[config.mk]
export PLATFORM = sky130hd
export DESIGN_NAME = store_rmw_flat
export DESIGN_NICKNAME = d
export VERILOG_FILES = /design/src/rtl/store_defs.sv /design/src/rtl/store_rmw_if.sv /design/src/rtl/store_lane_merge.sv /design/src/rtl/store_rmw.sv /design/src/flat_wrapper.sv
export SDC_FILE = /design/constraint.sdc
export NUM_CORES = 1
export LEC_CHECK = 0
export CORE_MARGIN = 3
export CORE_UTILIZATION = 49
export DETAILED_ROUTE_END_ITERATION = 8
export HOLD_SLACK_MARGIN = 0.03
export PLACE_DENSITY = 0.91
export SYNTH_ARGS = -nofsm -noshare
export SYNTH_HDL_FRONTEND = slang
export SYNTH_SLANG_ARGS = --single-unit
[constraint.sdc]
create_clock -name clk -period 9.4 [get_ports clk]
set_clock_uncertainty 0.15 [all_clocks]
set_input_delay 2.35 -clock clk [delete_from_list [all_inputs] [get_ports clk]]
set_output_delay 2.35 -clock clk [all_outputs]
set_load 0.01 [all_outputs]
[src/rtl/store_defs.sv]
// Shared definitions for the store_rmw slice: op and FSM encodings, read-latency bounds,
// and the alignment rule used when STORE_ALIGN_CHECK_EN is defined.
package store_defs;

    typedef enum logic [1:0] {
        OP_SB  = 2'b00,
        OP_SH  = 2'b01,
        OP_SW  = 2'b10,
        OP_RSV = 2'b11
    } op_e;

    typedef enum logic [2:0] {
        S_IDLE = 3'd0,
        S_RD   = 3'd1,
        S_WAIT = 3'd2,
        S_WR   = 3'd3,
        S_DONE = 3'd4
    } state_e;

    localparam int READ_LAT_MIN = 1;
    localparam int READ_LAT_MAX = 3;

    // Halfwords need an even address; words need a word-aligned address.
    function automatic logic is_misaligned(op_e op, logic [1:0] off);
        return ((op == OP_SH) && off[0]) || ((op == OP_SW) && (off != 2'b00));
    endfunction

endpackage

[src/rtl/store_rmw_if.sv]
// Request/completion handshake from the control FSM plus the word-wide data memory port.
// master = control FSM and memory side, slave = store_rmw.
interface store_rmw_if #(
    parameter int ADDR_W = 32
);
    logic              start;
    logic [1:0]        op;
    logic [ADDR_W-1:0] addr;
    logic [31:0]       data;
    logic              busy;
    logic              done;
    logic              addr_err;
    logic [ADDR_W-1:0] mem_addr;
    logic              mem_re;
    logic              mem_we;
    logic [31:0]       mem_wdata;
    logic [31:0]       mem_rdata;

    modport master (
        output start, op, addr, data, mem_rdata,
        input  busy, done, addr_err, mem_addr, mem_re, mem_we, mem_wdata
    );

    modport slave (
        input  start, op, addr, data, mem_rdata,
        output busy, done, addr_err, mem_addr, mem_re, mem_we, mem_wdata
    );
endinterface

[src/rtl/store_lane_merge.sv]
// Combinational byte-lane merge: overlays the SB/SH/SW source onto the word read back
// from memory, little-endian lanes, unselected lanes pass through.
module store_lane_merge
    import store_defs::*;
(
    input  logic [31:0] old_word,
    input  logic [31:0] data,
    input  op_e         op,
    input  logic [1:0]  byte_off,
    output logic [31:0] merged
);

    logic [3:0]  lane_mask;
    logic [31:0] src;

    always_comb begin
        // NOTE: every variable gets a default before the case so no path leaves it
        // unassigned, which would otherwise infer a latch.
        lane_mask = 4'b0000;
        src       = data;
        case (op)
            OP_SB: begin
                lane_mask = 4'b0001 << byte_off;
                src       = {4{data[7:0]}};
            end
            OP_SH: begin
                lane_mask = byte_off[1] ? 4'b1100 : 4'b0011;
                src       = {2{data[15:0]}};
            end
            OP_SW:   lane_mask = 4'b1111;
            default: lane_mask = 4'b0000;
        endcase
        for (int k = 0; k < 4; k++) begin
            merged[8*k +: 8] = lane_mask[k] ? src[8*k +: 8] : old_word[8*k +: 8];
        end
    end

endmodule

[src/rtl/store_rmw.sv]
// Store-path narrowing unit: SB/SH by read-modify-write, SW by direct write, one-cycle done.
// Define STORE_ALIGN_CHECK_EN to reject misaligned SH/SW with addr_err instead of executing them.
module store_rmw
    import store_defs::*;
#(
    parameter int ADDR_W   = 32,
    parameter int READ_LAT = 1
) (
    input logic        clk,
    input logic        rst,
    store_rmw_if.slave bus
);

    if (READ_LAT < READ_LAT_MIN || READ_LAT > READ_LAT_MAX) begin : g_bad_read_lat
        $error("store_rmw: READ_LAT out of range 1..3");
    end

    localparam logic [1:0] LAT_LAST = 2'(READ_LAT - 1);

    state_e            state, state_n;
    op_e               op_in, op_q;
    logic [1:0]        off_q;
    logic [1:0]        lat_cnt;
    logic [31:0]       data_q;
    logic [31:0]       wdata_q;
    logic [31:0]       merged;
    logic [ADDR_W-1:0] mem_addr_q;
    logic              accept;
    logic              last_wait;
    logic              misaligned_in;

    assign op_in     = op_e'(bus.op);
    assign accept    = (state == S_IDLE) && bus.start;
    assign last_wait = (state == S_WAIT) && (lat_cnt == LAT_LAST);

`ifdef STORE_ALIGN_CHECK_EN
    logic err_q;
    assign misaligned_in = is_misaligned(op_in, bus.addr[1:0]);
    assign bus.addr_err  = (state == S_DONE) && err_q;
`else
    assign misaligned_in = 1'b0;
    assign bus.addr_err  = 1'b0;
`endif

    assign bus.mem_addr  = mem_addr_q;
    assign bus.mem_wdata = wdata_q;

    store_lane_merge u_merge (
        .old_word (bus.mem_rdata),
        .data     (data_q),
        .op       (op_q),
        .byte_off (off_q),
        .merged   (merged)
    );

    always_comb begin
        state_n    = state;
        bus.busy   = (state != S_IDLE);
        bus.done   = (state == S_DONE);
        bus.mem_re = (state == S_RD);
        bus.mem_we = (state == S_WR);
        case (state)
            S_IDLE: begin
                if (bus.start) begin
                    if (misaligned_in || (op_in == OP_RSV)) state_n = S_DONE;
                    else if (op_in == OP_SW)                 state_n = S_WR;
                    else                                     state_n = S_RD;
                end
            end
            S_RD:    state_n = S_WAIT;
            S_WAIT:  if (lat_cnt == LAT_LAST) state_n = S_WR;
            S_WR:    state_n = S_DONE;
            S_DONE:  state_n = S_IDLE;
            default: state_n = S_IDLE;
        endcase
    end

    // NOTE: state is updated with non-blocking assignments so every register samples
    // the pre-edge values and process ordering cannot change the result.
    always_ff @(posedge clk or posedge rst) begin
        if (rst) begin
            state      <= S_IDLE;
            op_q       <= OP_SB;
            off_q      <= 2'b00;
            lat_cnt    <= 2'b00;
            data_q     <= 32'h0;
            wdata_q    <= 32'h0;
            mem_addr_q <= '0;
`ifdef STORE_ALIGN_CHECK_EN
            err_q      <= 1'b0;
`endif
        end else begin
            state <= state_n;
            if (accept) begin
                op_q       <= op_in;
                off_q      <= bus.addr[1:0];
                data_q     <= bus.data;
                lat_cnt    <= 2'b00;
                mem_addr_q <= {bus.addr[ADDR_W-1:2], 2'b00};
                if (op_in == OP_SW) wdata_q <= bus.data;
`ifdef STORE_ALIGN_CHECK_EN
                err_q      <= misaligned_in;
`endif
            end
            if (state == S_WAIT) lat_cnt <= lat_cnt + 2'd1;
            // Read data is only guaranteed in the last WAIT cycle.
            if (last_wait) wdata_q <= merged;
        end
    end

endmodule

[src/flat_wrapper.sv]
// flat-port wrapper written by rule: the top's interface ports become plain ports
module store_rmw_flat import store_defs::*;
#(
    parameter int ADDR_W   = 32,
    parameter int READ_LAT = 1
)
  (clk, rst, bus_start, bus_op, bus_addr, bus_data, bus_mem_rdata, bus_busy, bus_done, bus_addr_err, bus_mem_addr, bus_mem_re, bus_mem_we, bus_mem_wdata);
  store_rmw_if #(.ADDR_W(ADDR_W)) bus_i ();
  input logic clk;
  input logic rst;
  input wire logic [$bits(bus_i.start)-1:0] bus_start;
  input wire logic [$bits(bus_i.op)-1:0] bus_op;
  input wire logic [$bits(bus_i.addr)-1:0] bus_addr;
  input wire logic [$bits(bus_i.data)-1:0] bus_data;
  input wire logic [$bits(bus_i.mem_rdata)-1:0] bus_mem_rdata;
  output wire logic [$bits(bus_i.busy)-1:0] bus_busy;
  output wire logic [$bits(bus_i.done)-1:0] bus_done;
  output wire logic [$bits(bus_i.addr_err)-1:0] bus_addr_err;
  output wire logic [$bits(bus_i.mem_addr)-1:0] bus_mem_addr;
  output wire logic [$bits(bus_i.mem_re)-1:0] bus_mem_re;
  output wire logic [$bits(bus_i.mem_we)-1:0] bus_mem_we;
  output wire logic [$bits(bus_i.mem_wdata)-1:0] bus_mem_wdata;
  assign bus_i.start = bus_start;
  assign bus_i.op = bus_op;
  assign bus_i.addr = bus_addr;
  assign bus_i.data = bus_data;
  assign bus_i.mem_rdata = bus_mem_rdata;
  assign bus_busy = bus_i.busy;
  assign bus_done = bus_i.done;
  assign bus_addr_err = bus_i.addr_err;
  assign bus_mem_addr = bus_i.mem_addr;
  assign bus_mem_re = bus_i.mem_re;
  assign bus_mem_we = bus_i.mem_we;
  assign bus_mem_wdata = bus_i.mem_wdata;
  store_rmw #(.ADDR_W(ADDR_W), .READ_LAT(READ_LAT)) u_core (.clk(clk), .rst(rst), .bus(bus_i));
endmodule
======== After elaboration in Yosys (flattened, before gate mapping) ========
Cells that the tools add are included.
storage, ports and cells
  bits in registers ....................... 103
  word-level logic and storage cells ...... 47
  output and inout port bits .............. 69
  input bits .............................. 101
operators by class
  add/subtract/negate cells ............... 1
  multiplexer cells ....................... 17
  reductions and logical operators ........ 11
  equal/unequal tests ..................... 10
  shift operators ......................... 1
operators with widths
  cell                 number
  $mux 32              3
  $pmux 32 s2          1
  $mux 8               4
  $pmux 3 s4           1
  $pmux 4 s3           1
  $mux 3               3
  $eq 2x2->1 const B   3
  $eq 3x2->1 const B   2
  $mux 2               3
  $reduce_bool 2->1    3
  $logic_not 2->1      2
  $mux 4               1
  $reduce_and 2->1     2
  $shl 1x2->4 const A  1
  $eq 3x1->1 const B   1
  $eq 3x3->1 const B   1
  $logic_not 3->1      1
  $reduce_bool 3->1    1
  $add 2x1->2 const B  1
  $eq 2x1->1 const B   1
  $logic_and 1x1->1    2
  $ne 2x1->1 const B   1
  $ne 2x2->1 const B   1

======== Depth between registers and ports, before layout ========
Gate-level depths: netlist of the first run.
  word-level depth ........................ 5
  mapped depth ............................ 7
  gate-level depth less buffers ........... 6

======== By module ========
From an unflattened synthesis of the first run, not the netlist that was laid out.
second synthesis, totals
  cells, all modules ...................... 435
  area, all modules ....................... 5123.7 sq um
modules (own cells, without submodules)
  module            sequential area each (sq um)  times used  area an instance (sq um)  cells an instance
  store_rmw         2577.5                        1           4330.4                    357
  store_lane_merge  0.0                           1           793.3                     78

======== Worst setup path before layout of the first run ========
OpenSTA, ideal clock, no wires.
  path kind ............................... in2reg
  from .................................... input port bus_start
  to ...................................... register u_core.wdata_q[10], in the netlist u_core.bus.mem_wdata[10]
  path buffers ............................ 1
  stages on the path ...................... 5
  data required time ...................... 9105 ps
  slack ................................... 5895 ps
  arrival ................................. 3211 ps
  library setup time ...................... 145 ps
  cells stage by stage .................... nand2_1 -> nor3_4 -> buf_8 -> mux2i_1 -> o22ai_2
between the ends
  word-level cells in the longest chain between the ends .. 3
ends and longest elaborated chain
  what                                line                RTL
  from (decl)                         flat_wrapper.sv:11  input wire logic [$bits(bus_i.start)-1:0] bus_start;
  $logic_and 1x1->1                   store_rmw.sv:33     assign accept = (state == S_IDLE) && bus.start;
  $reduce_bool 2->1 (no source line)  --
  $reduce_and 2->1 (no source line)   --
  to (signal assigned)                store_rmw.sv:100    if (op_in == OP_SW) wdata_q <= bus.data;
  to (signal assigned)                store_rmw.sv:107    if (last_wait) wdata_q <= merged;
  to (decl)                           store_rmw.sv:25     logic [31:0] wdata_q;
No other way between the ends.
A chain may end at the register's enable or synchronous reset.

======== Final worst setup path of the first run ========
  from .................................... register u_core.state[1]
  to ...................................... output port bus_busy
between the ends
  word-level cells in the longest chain between the ends .. 1
ends and longest elaborated chain
  what                    line                RTL
  from (decl)             store_rmw.sv:20     state_e state, state_n;
  from (signal assigned)  store_rmw.sv:93     state <= state_n;
  $reduce_bool 3->1       store_rmw.sv:58     bus.busy = (state != S_IDLE);
  to (decl)               flat_wrapper.sv:16  output wire logic [$bits(bus_i.busy)-1:0] bus_busy;
No other way between the ends.

==> metrics.md, run 1 <==
| Metric | Value |
|---|---|
| Status | finished, final reports clean |
| Sequential share of the synthesized area | 0.517 |
| Worst skew pair latency | between 300 and 400 ps |
| Multiplexer share of the synthesized area | 0.328 |
| Worst Max-Slew Pin Slew | between 1000 and 1500 ps |
| Largest net degree at the start of global routing | 90 |
| Port bufs | between 150 and 200 |
| Die width | approximately 110 µm |
| Initial antenna violation count | 0 |
| Vias per inst | between 5 and 6 |
| DR vias | about 3700 |
| Max-Cap Viols | 0 |
| Syn Inst Count | between 300 and 400 |
| Worst hold path class | flip-flop to flip-flop |
| CTS tree | done |
| Main combinational cell family by area after synthesis | multiplexers |
| Hold_buf cts | 0 |
| CP arrival | between 1500 and 2000 ps |
| Hold path cells | 1 |
| Synth Warn # | 0 |
| Placer Congestion | 0.820 |
| R2r startpoint | u_core.op_q[1]$_DFFE_PP0P_ |
| Synth Area in XOR/XNOR | 0 |
| Drt drc | 0 |
| Synth Area in Compound Gates | 0.0612 |
| Fin crit period | approximately 4300 ps |
| Row count | 36 |
| TNS Setup | 0 ps |
| FFs w/ async S/R, synth | 1.00 |
| Pre-antenna DRT Iters | 6 |
| Vias in the first global route | 3999 |
| Die Y | 107 µm |
| Leakage | 0.00282 µW |
| Diode count | 0 |
| Cell accounting for the most synthesized area | dfrtp_1 |
| ANT nets after route | 0 |
| Synth Register Bits | slightly above 100 |
| Pwr dens | ~340 nW/µm² |
| Worst VDD drop | ~0.00017 V |
| Total power | roughly 2300 µW |
| Core Box Area | a little under 10000 µm² |
| FF-to-FF path depth | 4 |
| Most common cell after layout, fill and taps aside | clkdlybuf4s50_1 |
| Share of cells above drive strength 1 | 0.193 |
| Netlist cell types | 35 |
| Final Hold Viols | 0 |
| Hold_sp | u_core.lat_cnt[1]$_DFFE_PP0P_ |
| Worst relative slew slack | 0.259 |
| Reg-to-Reg End | u_core.bus.mem_wdata[17]$_DFFE_PP0P_ |
| Critical path class | flip-flop to primary output |
| Layout Area Growth over Synthesis | 38.4% |
| Initial Util | 0.508 |
| Critical path peak fanout | 10 |
| Adder-cell share of the synthesized area | 0.00251 |
| Synthesized area | about 5000 µm² |
| Slew Viols, Final | 0 |
| Hold Slack | between 300 and 400 ps |
| Hpwl dp | 9.42 mm |
| Top cells by area, synth | dfrtp_1 (52%), mux2_2 (17%), mux2i_1 (16%) |
| DRT iter0 DRCs | approximately 190 |
| Total wire length | ~13 mm |
| Clk root buf | clkbuf_8 |
| Worst Setup Start Kind | flip-flop |
| Commonest non-fill, non-tap cells in the layout | clkdlybuf4s50_1 (166), dfrtp_1 (103), mux2i_1 (80), mux2_2 (74), o21ai_0 (20) |
| GRT Overall Usage | 0.229 |
| Clock Path Buffers | 2 |
| Max Freq | 235 MHz |
| Fin nets | about 640 |
| First-pass GRT wire length | between 20 and 25 mm |
| Sink Count | approximately 100 |
| Unrepaired setup endpoints after global routing | no |
| Period utilization | 0.453 |
| Clk slew on worst S/H paths | about 90 ps |
| Final setup vio count | 0 |
| Req. time, crit path | roughly 7000 ps |
| Prevailing post-synth register cell | dfrtp_1 |
| Die Footprint | roughly 11000 µm² |
| FF-to-FF setup slack | between 6000 and 7000 ps |
| Synth Area in Simple Gates | 0.0535 |
| Average size of a mapped cell | 13.1 µm² |
| Number of synthesized flops with an enable pin | 0 |
| CP Capture Type | primary output |
| Total CTS buffers | 9 |
| IO Count | 170 |
| Hold EP | u_core.lat_cnt[1]$_DFFE_PP0P_ |
| Yosys top cell area share | 0.517 |
| Post-CTS sizing | 0 |
| Number of H-tree levels | 3 |
| Global route total overflow | 0 |
| Routed wire per std cell | between 15 and 20 µm |
| Post-CTS Setup Bufs | 0 |
-- stage by stage --
| step | setup slack [ps] | util | std cells | area, µm² |
|---|---|---|---|---|
| 6_report | 5140 | 0.703 | 677 | 6900 |
| 5_1_grt | 5070 | 0.703 | 677 | 6900 |
| 4_1_cts | 5120 | 0.703 | 677 | 6900 |
| 3_5_place_dp | 4890 | 0.683 | 661 | 6700 |
| 3_3_place_gp | 4950 | 0.683 | 661 | 6700 |
| 2_1_floorplan | 4200 | - | 382 | 4990 |
-- layer usage --
layer | up-vias | part of all wire | track usage
li1 | 1706 | - | -
met1 | 1800 | 0.41 | 0.287
met2 | 132 | 0.52 | 0.405
met3 | 18 | 0.055 | 0.0409
met4 | 0 | 0.017 | 0.0694
met5 | - | 0 | 0
-- cells by family after synthesis --
logic type / count (synthesis)
AND/OR/NAND/NOR: 50
flip-flops: 103
adder cells (fa/ha/maj): 1
buffers and inverters: 29
other: 1
multiplexers: 154
AO/OA/AOI/OAI: 42
-- synth_stat cells, types with 4 or more instances --
master    instances
dfrtp_1         103
mux2i_1          80
mux2_2           74
o21ai_0          20
nand2_1          15
nor3_1            9
a221oi_1          8
and3_1            8
buf_4             8
clkbuf_1          7
nor2_1            6
o22ai_2           6
buf_2             5
inv_1             4
-- critical path: stages, from the launching register on --
cell and delay (ps):
dfrtp_1 480, or3_4 440, clkdlybuf4s50_1 490
-- power by group --
group / switching, µW / internal [µW]
logic: 509 / 683
clock network: 148 / 132
registers: 194 / 673
total: 851 / 1490
-- sequential cells by signal, summed over array words and instances (netlist names) --
name / cells
u_core.data_q: 32
u_core.off_q: 2
u_core.bus.mem_wdata: 32
u_core.op_q: 2
u_core.state: 3
u_core.bus.mem_addr: 30
u_core.lat_cnt: 2
-- worst max path at each step --
stage / end / depth (start not counted) / startpoint
after global placement: u_core.bus.mem_addr[15]$_DFFE_PP0P_ / 5 / bus_start
after CTS: bus_busy / 2 / u_core.state[1]$_DFFE_PP0P_
after global routing: bus_busy / 2 / u_core.state[1]$_DFFE_PP0P_
final: bus_busy / 2 / u_core.state[1]$_DFFE_PP0P_
after detailed placement: u_core.bus.mem_addr[22]$_DFFE_PP0P_ / 5 / bus_start
after floorplan: u_core.bus.mem_addr[10]$_DFFE_PP0P_ / 1 / rst
-- final cells by class --
cell class	count	area [µm²]
tap	133	166
clock buffer	12	145
clock inverter	4	52.6
inverter	4	17.5
timing repair buffer	171	1700
fill	731	2920
sequential	103	2580
multi-input combinational	250	2240
(Power assumes the default switching activity.)
==> inputs of run 2 (changes only) <==
--- a/config.mk
+++ b/config.mk
@@ -6,10 +6,10 @@
 export NUM_CORES = 1
 export LEC_CHECK = 0
 export CORE_MARGIN = 3
-export CORE_UTILIZATION = 49
+export CORE_UTILIZATION = 41
 export DETAILED_ROUTE_END_ITERATION = 8
 export HOLD_SLACK_MARGIN = 0.03
-export PLACE_DENSITY = 0.91
+export PLACE_DENSITY = 0.82
 export SYNTH_ARGS = -nofsm -noshare
 export SYNTH_HDL_FRONTEND = slang
 export SYNTH_SLANG_ARGS = --single-unit
==> constraint.sdc (replaced) <==
create_clock -name clk -period 3.9 [get_ports clk]
set_clock_uncertainty 0.15 [all_clocks]
set_input_delay 0.975 -clock clk [delete_from_list [all_inputs] [get_ports clk]]
set_output_delay 0.975 -clock clk [all_outputs]
set_load 0.01 [all_outputs]
==> metrics.md, run 2 (synthesized netlist as in run 1, its figures left out) <==
| Metric | Value |
|---|---|
| Worst path buffer plus inverter count | 1 |
| Most common cell after layout, fill and taps aside | clkdlybuf4s50_1 |
| Drt drc | 0 |
| Die width | 116 µm |
| Total wire length | 13.3 mm |
| Slowest-stage cell, CP | clkdlybuf4s50_1 |
| Req. time, crit path | ~2800 ps |
| Vias per inst | ~5.4 |
| Post-CTS Setup Bufs | 0 |
| IO Count | between 150 and 200 |
| TNS Setup | 0 ps |
| First-pass GRT wire length | between 20 and 25 mm |
| ANT nets after route | 0 |
| Max-Cap Viols | 0 |
| Share of cells above drive strength 1 | 0.200 |
| Total CTS buffers | 9 |
| Fin nets | 643 |
| Hpwl dp | between 9 and 10 mm |
| Slew Viols, Final | 0 |
| Hold path cells | 1 |
| Port bufs | 166 |
| Vias in the first global route | between 3000 and 4000 |
| Largest net degree at the start of global routing | 67 |
| Period utilization | 0.738 |
| Status | finished, final reports clean |
| Core Box Area | ~12000 µm² |
| DR vias | 3695 |
| GRT Overall Usage | 0.202 |
| Final Hold Viols | 0 |
| Worst hold path class | flip-flop to flip-flop |
| Hold Slack | between 300 and 400 ps |
| Slowest stage delay, CP | roughly 500 ps |
| Clk root buf | clkbuf_16 |
| Routed wire per std cell | approximately 19 µm |
| Clock Path Buffers | 2 |
| Net Switching | roughly 2100 µW |
| DRT iter0 DRCs | ~170 |
| Combinational Power Share | 0.484 |
| Diode count | 0 |
| Worst VDD drop | 0.000407 V |
| Row count | 39 |
| Pwr dens | roughly 850 nW/µm² |
| Commonest non-fill, non-tap cells in the layout | clkdlybuf4s50_1 (166), dfrtp_1 (103), mux2i_1 (80), mux2_2 (74), o21ai_0 (20) |
| Max Freq | between 300 and 400 MHz |
| Pre-antenna DRT Iters | 5 |
| Die Y | between 100 and 150 µm |
| Worst Setup Start Kind | flip-flop |
| FF-to-FF path depth | 4 |
| Worst Max-Slew Pin Slew | 870 ps |
| Clk slew on worst S/H paths | 60 ps |
| Crit path cell chain | or3_4 -> clkdlybuf4s50_1 |
| Area of placed instances | between 6000 and 7000 µm² |
| Fin crit period | around 2900 ps |
| Internal Pwr Total | slightly below 4000 µW |
| Worst setup slack after layout | about 1000 ps |
| Fin area | around 7100 µm² |
| Layout Area Growth over Synthesis | 42.2% |
| Net Sw Frac | 0.351 |
| Die Footprint | around 14000 µm² |
| CP top delay family | buffers and inverters |
| Placer Congestion | roughly 0.85 |
| Initial Util | 0.428 |
| Worst relative slew slack | 0.420 |
| Clock power share | 0.167 |
| Stages on worst setup path | 2 |
| CP arrival | roughly 1800 ps |
| Initial antenna violation count | 0 |
| Critical path class | flip-flop to primary output |
| Critical path peak fanout | 10 |
| CP Capture Type | primary output |
| Global route total overflow | 0 |
| Sink Count | roughly 100 |
| Worst skew pair latency | ~350 ps |
| Place WS | 1020 ps |
| Leakage | 0.00289 µW |
| Core Util, Final | 0.608 |
| Sequential Power Share | 0.349 |
| Number of H-tree levels | 3 |
| CTS tree | done |
| Post-CTS sizing | 0 |
| Final setup vio count | 0 |
| Unrepaired setup endpoints after global routing | no |
| Hold_buf cts | 0 |
| FF-to-FF setup slack | between 1000 and 1500 ps |
run 2: cell count changes in the layout (fill, tap and decap cells not counted), sizes merged:
cell	before	now
clkinvlp	0	2
inv	5	4
clkbuf	12	11
buf	5	7
bufinv	1	2
clkinv	2	1
run 2: area by class of cell:
class	count	area, µm²
clock buffer	11	253
clock inverter	5	80.1
fill	942	4570
inverter	4	17.5
multi-input combinational	250	2240
sequential	103	2580
tap	143	179
timing repair buffer	173	1740
run 2: power by group through the flow:
| stage | combinational, µW | clock [µW] | sequential [µW] |
|---|---|---|---|
| floorplan | 1690 | 0 | 2070 |
| global placement | 2830 | 0 | 2070 |
| detailed placement | 2930 | 0 | 2100 |
| CTS | 2940 | 1020 | 2090 |
| global route | 3150 | 1060 | 2170 |
| finish | 2900 | 1000 | 2090 |
run 2: path summary, 6_finish.rpt:
path                                                    start                                   end
worst max-delay path              u_core.state[1]$_DFFE_PP0P_                              bus_busy
worst min-delay path            u_core.lat_cnt[0]$_DFFE_PP0P_         u_core.lat_cnt[0]$_DFFE_PP0P_
worst max register to register     u_core.op_q[1]$_DFFE_PP0P_  u_core.bus.mem_wdata[16]$_DFFE_PP0P_
worst min register to register  u_core.lat_cnt[0]$_DFFE_PP0P_         u_core.lat_cnt[0]$_DFFE_PP0P_
max in group asynchronous                                 rst         u_core.data_q[29]$_DFFE_PP0P_
min in group asynchronous                                 rst   u_core.bus.mem_addr[25]$_DFFE_PP0P_
run 2: metrics by stage:
stage                     std cells  power [µW]
after floorplan                 382        3760
after global placement          673        4900
after detailed placement        673        5030
after CTS                       689        6060
after global routing            689        6380
final                           689        5990
run 2: metal layers:
layer / up-vias / global-route usage / share of wire
met5: - / 0 / 0
met4: 0 / 0.0449 / 0.0099
met3: 9 / 0.0627 / 0.064
met2: 117 / 0.337 / 0.51
met1: 1869 / 0.261 / 0.42
li1: 1700 / - / -
==> inputs of run 3 (changes only) <==
--- a/config.mk
+++ b/config.mk
@@ -6,10 +6,10 @@
 export NUM_CORES = 1
 export LEC_CHECK = 0
 export CORE_MARGIN = 3
-export CORE_UTILIZATION = 41
+export CORE_UTILIZATION = 46
 export DETAILED_ROUTE_END_ITERATION = 8
 export HOLD_SLACK_MARGIN = 0.03
-export PLACE_DENSITY = 0.82
+export PLACE_DENSITY = 0.87
 export SYNTH_ARGS = -nofsm -noshare
 export SYNTH_HDL_FRONTEND = slang
 export SYNTH_SLANG_ARGS = --single-unit
==> constraint.sdc (replaced) <==
create_clock -name clk -period 2.92 [get_ports clk]
set_clock_uncertainty 0.15 [all_clocks]
set_input_delay 0.73 -clock clk [delete_from_list [all_inputs] [get_ports clk]]
set_output_delay 0.73 -clock clk [all_outputs]
set_load 0.01 [all_outputs]
==> metrics.md, run 3 (synthesized netlist as in run 1, its figures left out) <==
| Metric | Value |
|---|---|
| Placer Congestion | between 0.7 and 0.8 |
| First-pass GRT wire length | between 15 and 20 mm |
| DR vias | approximately 3700 |
| Initial Util | 0.479 |
| Clk root buf | clkbuf_8 |
| Critical path class | flip-flop to primary output |
| Pre-antenna DRT Iters | 4 |
| Global route total overflow | 0 |
| Worst setup slack after layout | 245 ps |
| CP top delay family | flip-flops |
| ANT nets after route | 0 |
| Worst skew pair latency | ~360 ps |
| Worst VDD drop | between 0.0004 and 0.0005 V |
| Worst Max-Slew Pin Slew | ~670 ps |
| Worst relative slew slack | 0.554 |
| Hold_sp | u_core.lat_cnt[1]$_DFFE_PP0P_ |
| Total CTS buffers | 9 |
| Unrepaired setup endpoints after global routing | no |
| Slew Viols, Final | 0 |
| Row count | 37 |
| IO Count | between 150 and 200 |
| Place WS | 366 ps |
| Hpwl dp | 9.25 mm |
| Worst Setup Start Kind | flip-flop |
| Diode count | 0 |
| Core Box Area | about 10000 µm² |
| Critical path peak fanout | 10 |
| Clock Path Buffers | 2 |
| Largest net degree at the start of global routing | between 100 and 150 |
| Fin crit period | ~2700 ps |
| Max-Cap Viols | 0 |
| Vias per inst | 5.39 |
| Max Freq | 374 MHz |
| Post-CTS sizing | 0 |
| Pwr dens | ~1100 nW/µm² |
| Share of cells above drive strength 1 | 0.198 |
| Req. time, crit path | between 2000 and 2500 ps |
| Leakage | about 0.0028 µW |
| Slowest-stage cell, CP | dfrtp_1 |
| CTS tree | done |
| Total wire length | approximately 13 mm |
| Drt drc | 0 |
| CP arrival | 1800 ps |
| Hold_buf cts | 0 |
| Sink Count | ~100 |
| CP Capture Type | primary output |
| Final setup vio count | 0 |
| Number of H-tree levels | 3 |
| Most common cell after layout, fill and taps aside | clkdlybuf4s50_1 |
| Total power | 7490 µW |
| Crit path cell chain | or3_4 -> clkdlybuf4s50_1 |
| Worst path buffer plus inverter count | 1 |
| Clk slew on worst S/H paths | 90 ps |
| Die Y | around 110 µm |
| Worst hold path class | flip-flop to flip-flop |
| Initial antenna violation count | 0 |
| Status | finished, final reports clean |
| Final Hold Viols | 0 |
| Post-CTS Setup Bufs | 0 |
| Period utilization | 0.916 |
| R2r startpoint | u_core.op_q[1]$_DFFE_PP0P_ |
| Slowest stage delay, CP | 500 ps |
| Die Footprint | between 10000 and 15000 µm² |
| Commonest non-fill, non-tap cells in the layout | clkdlybuf4s50_1 (166), dfrtp_1 (103), mux2i_1 (80), mux2_2 (74), o21ai_0 (20) |
| Fin nets | around 640 |
| DRT iter0 DRCs | about 200 |
| Port bufs | 166 |
| Vias in the first global route | approximately 3900 |
| Die width | 110 µm |
| Routed wire per std cell | about 19 µm |
| GRT Overall Usage | 0.214 |
| TNS Setup | 0 ps |
| Layout Area Growth over Synthesis | 39.2% |
| CP startpoint | u_core.state[1]$_DFFE_PP0P_ |
## run 3: cell types whose count changed in the layout (fill, tap and decap cells not counted), moves of 2 or more
cell | before | now
bufinv_16 | 2 | 0
clkbuf_16 | 9 | 0
clkbuf_8 | 2 | 9
clkinv_4 | 0 | 2
inv_6 | 0 | 2
## run 3: area by class of cell
type	instances	area [µm²]
Fill cell	791	3480
Clock buffer	10	128
Sequential cell	103	2580
Multi-Input combinational cell	250	2240
Tap cell	136	170
Clock inverter	6	51.3
Timing Repair Buffer	173	1750
Inverter	4	18.8
## run 3: worst reg2reg max path, stage by stage (launching register included)
cell and delay (ps):
dfrtp_1 540, nand2b_1 390, o21ai_2 610, mux2i_1 270, mux2i_1 90
## run 3: where the power goes
| group | switching [µW] | internal, µW |
|---|---|---|
| logic | 1710 | 2230 |
| clock network | 512 | 325 |
| registers | 551 | 2170 |
| total | 2770 | 4720 |
## run 3: stage by stage
step | cells | hold WS (ps) | utilization | cell area, µm²
6_report | 682 | 358 | 0.666 | 6940
5_1_grt | 682 | 377 | 0.666 | 6940
3_3_place_gp | 666 | 328 | 0.649 | 6760
4_1_cts | 682 | 361 | 0.666 | 6940
3_5_place_dp | 666 | 341 | 0.649 | 6760
2_1_floorplan | 382 | 307 | - | 5000
## run 3: worst paths after layout
kind                                                         to  slack (ps)  depth (start not counted)
setup reg to reg           u_core.bus.mem_wdata[23]$_DFFE_PP0P_         750                          4
setup / recovery                                       bus_busy         240                          2
max in group asynchronous  u_core.bus.mem_wdata[28]$_DFFE_PP0P_        1470                          3
hold reg to reg                   u_core.lat_cnt[1]$_DFFE_PP0P_         360                          1
hold / removal                    u_core.lat_cnt[1]$_DFFE_PP0P_         360                          1
min in group asynchronous   u_core.bus.mem_addr[25]$_DFFE_PP0P_         690                          3
## run 3: layer usage
metal  part of all wire  global-route usage  up-vias  wire length [µm]
met1               0.42               0.275     1842              5420
li1                   -                   -     1705                 -
met2               0.51               0.362      106              6530
met5                  0                   0        -                 0
met3              0.053              0.0431       21               686
met4              0.018              0.0721        0               237
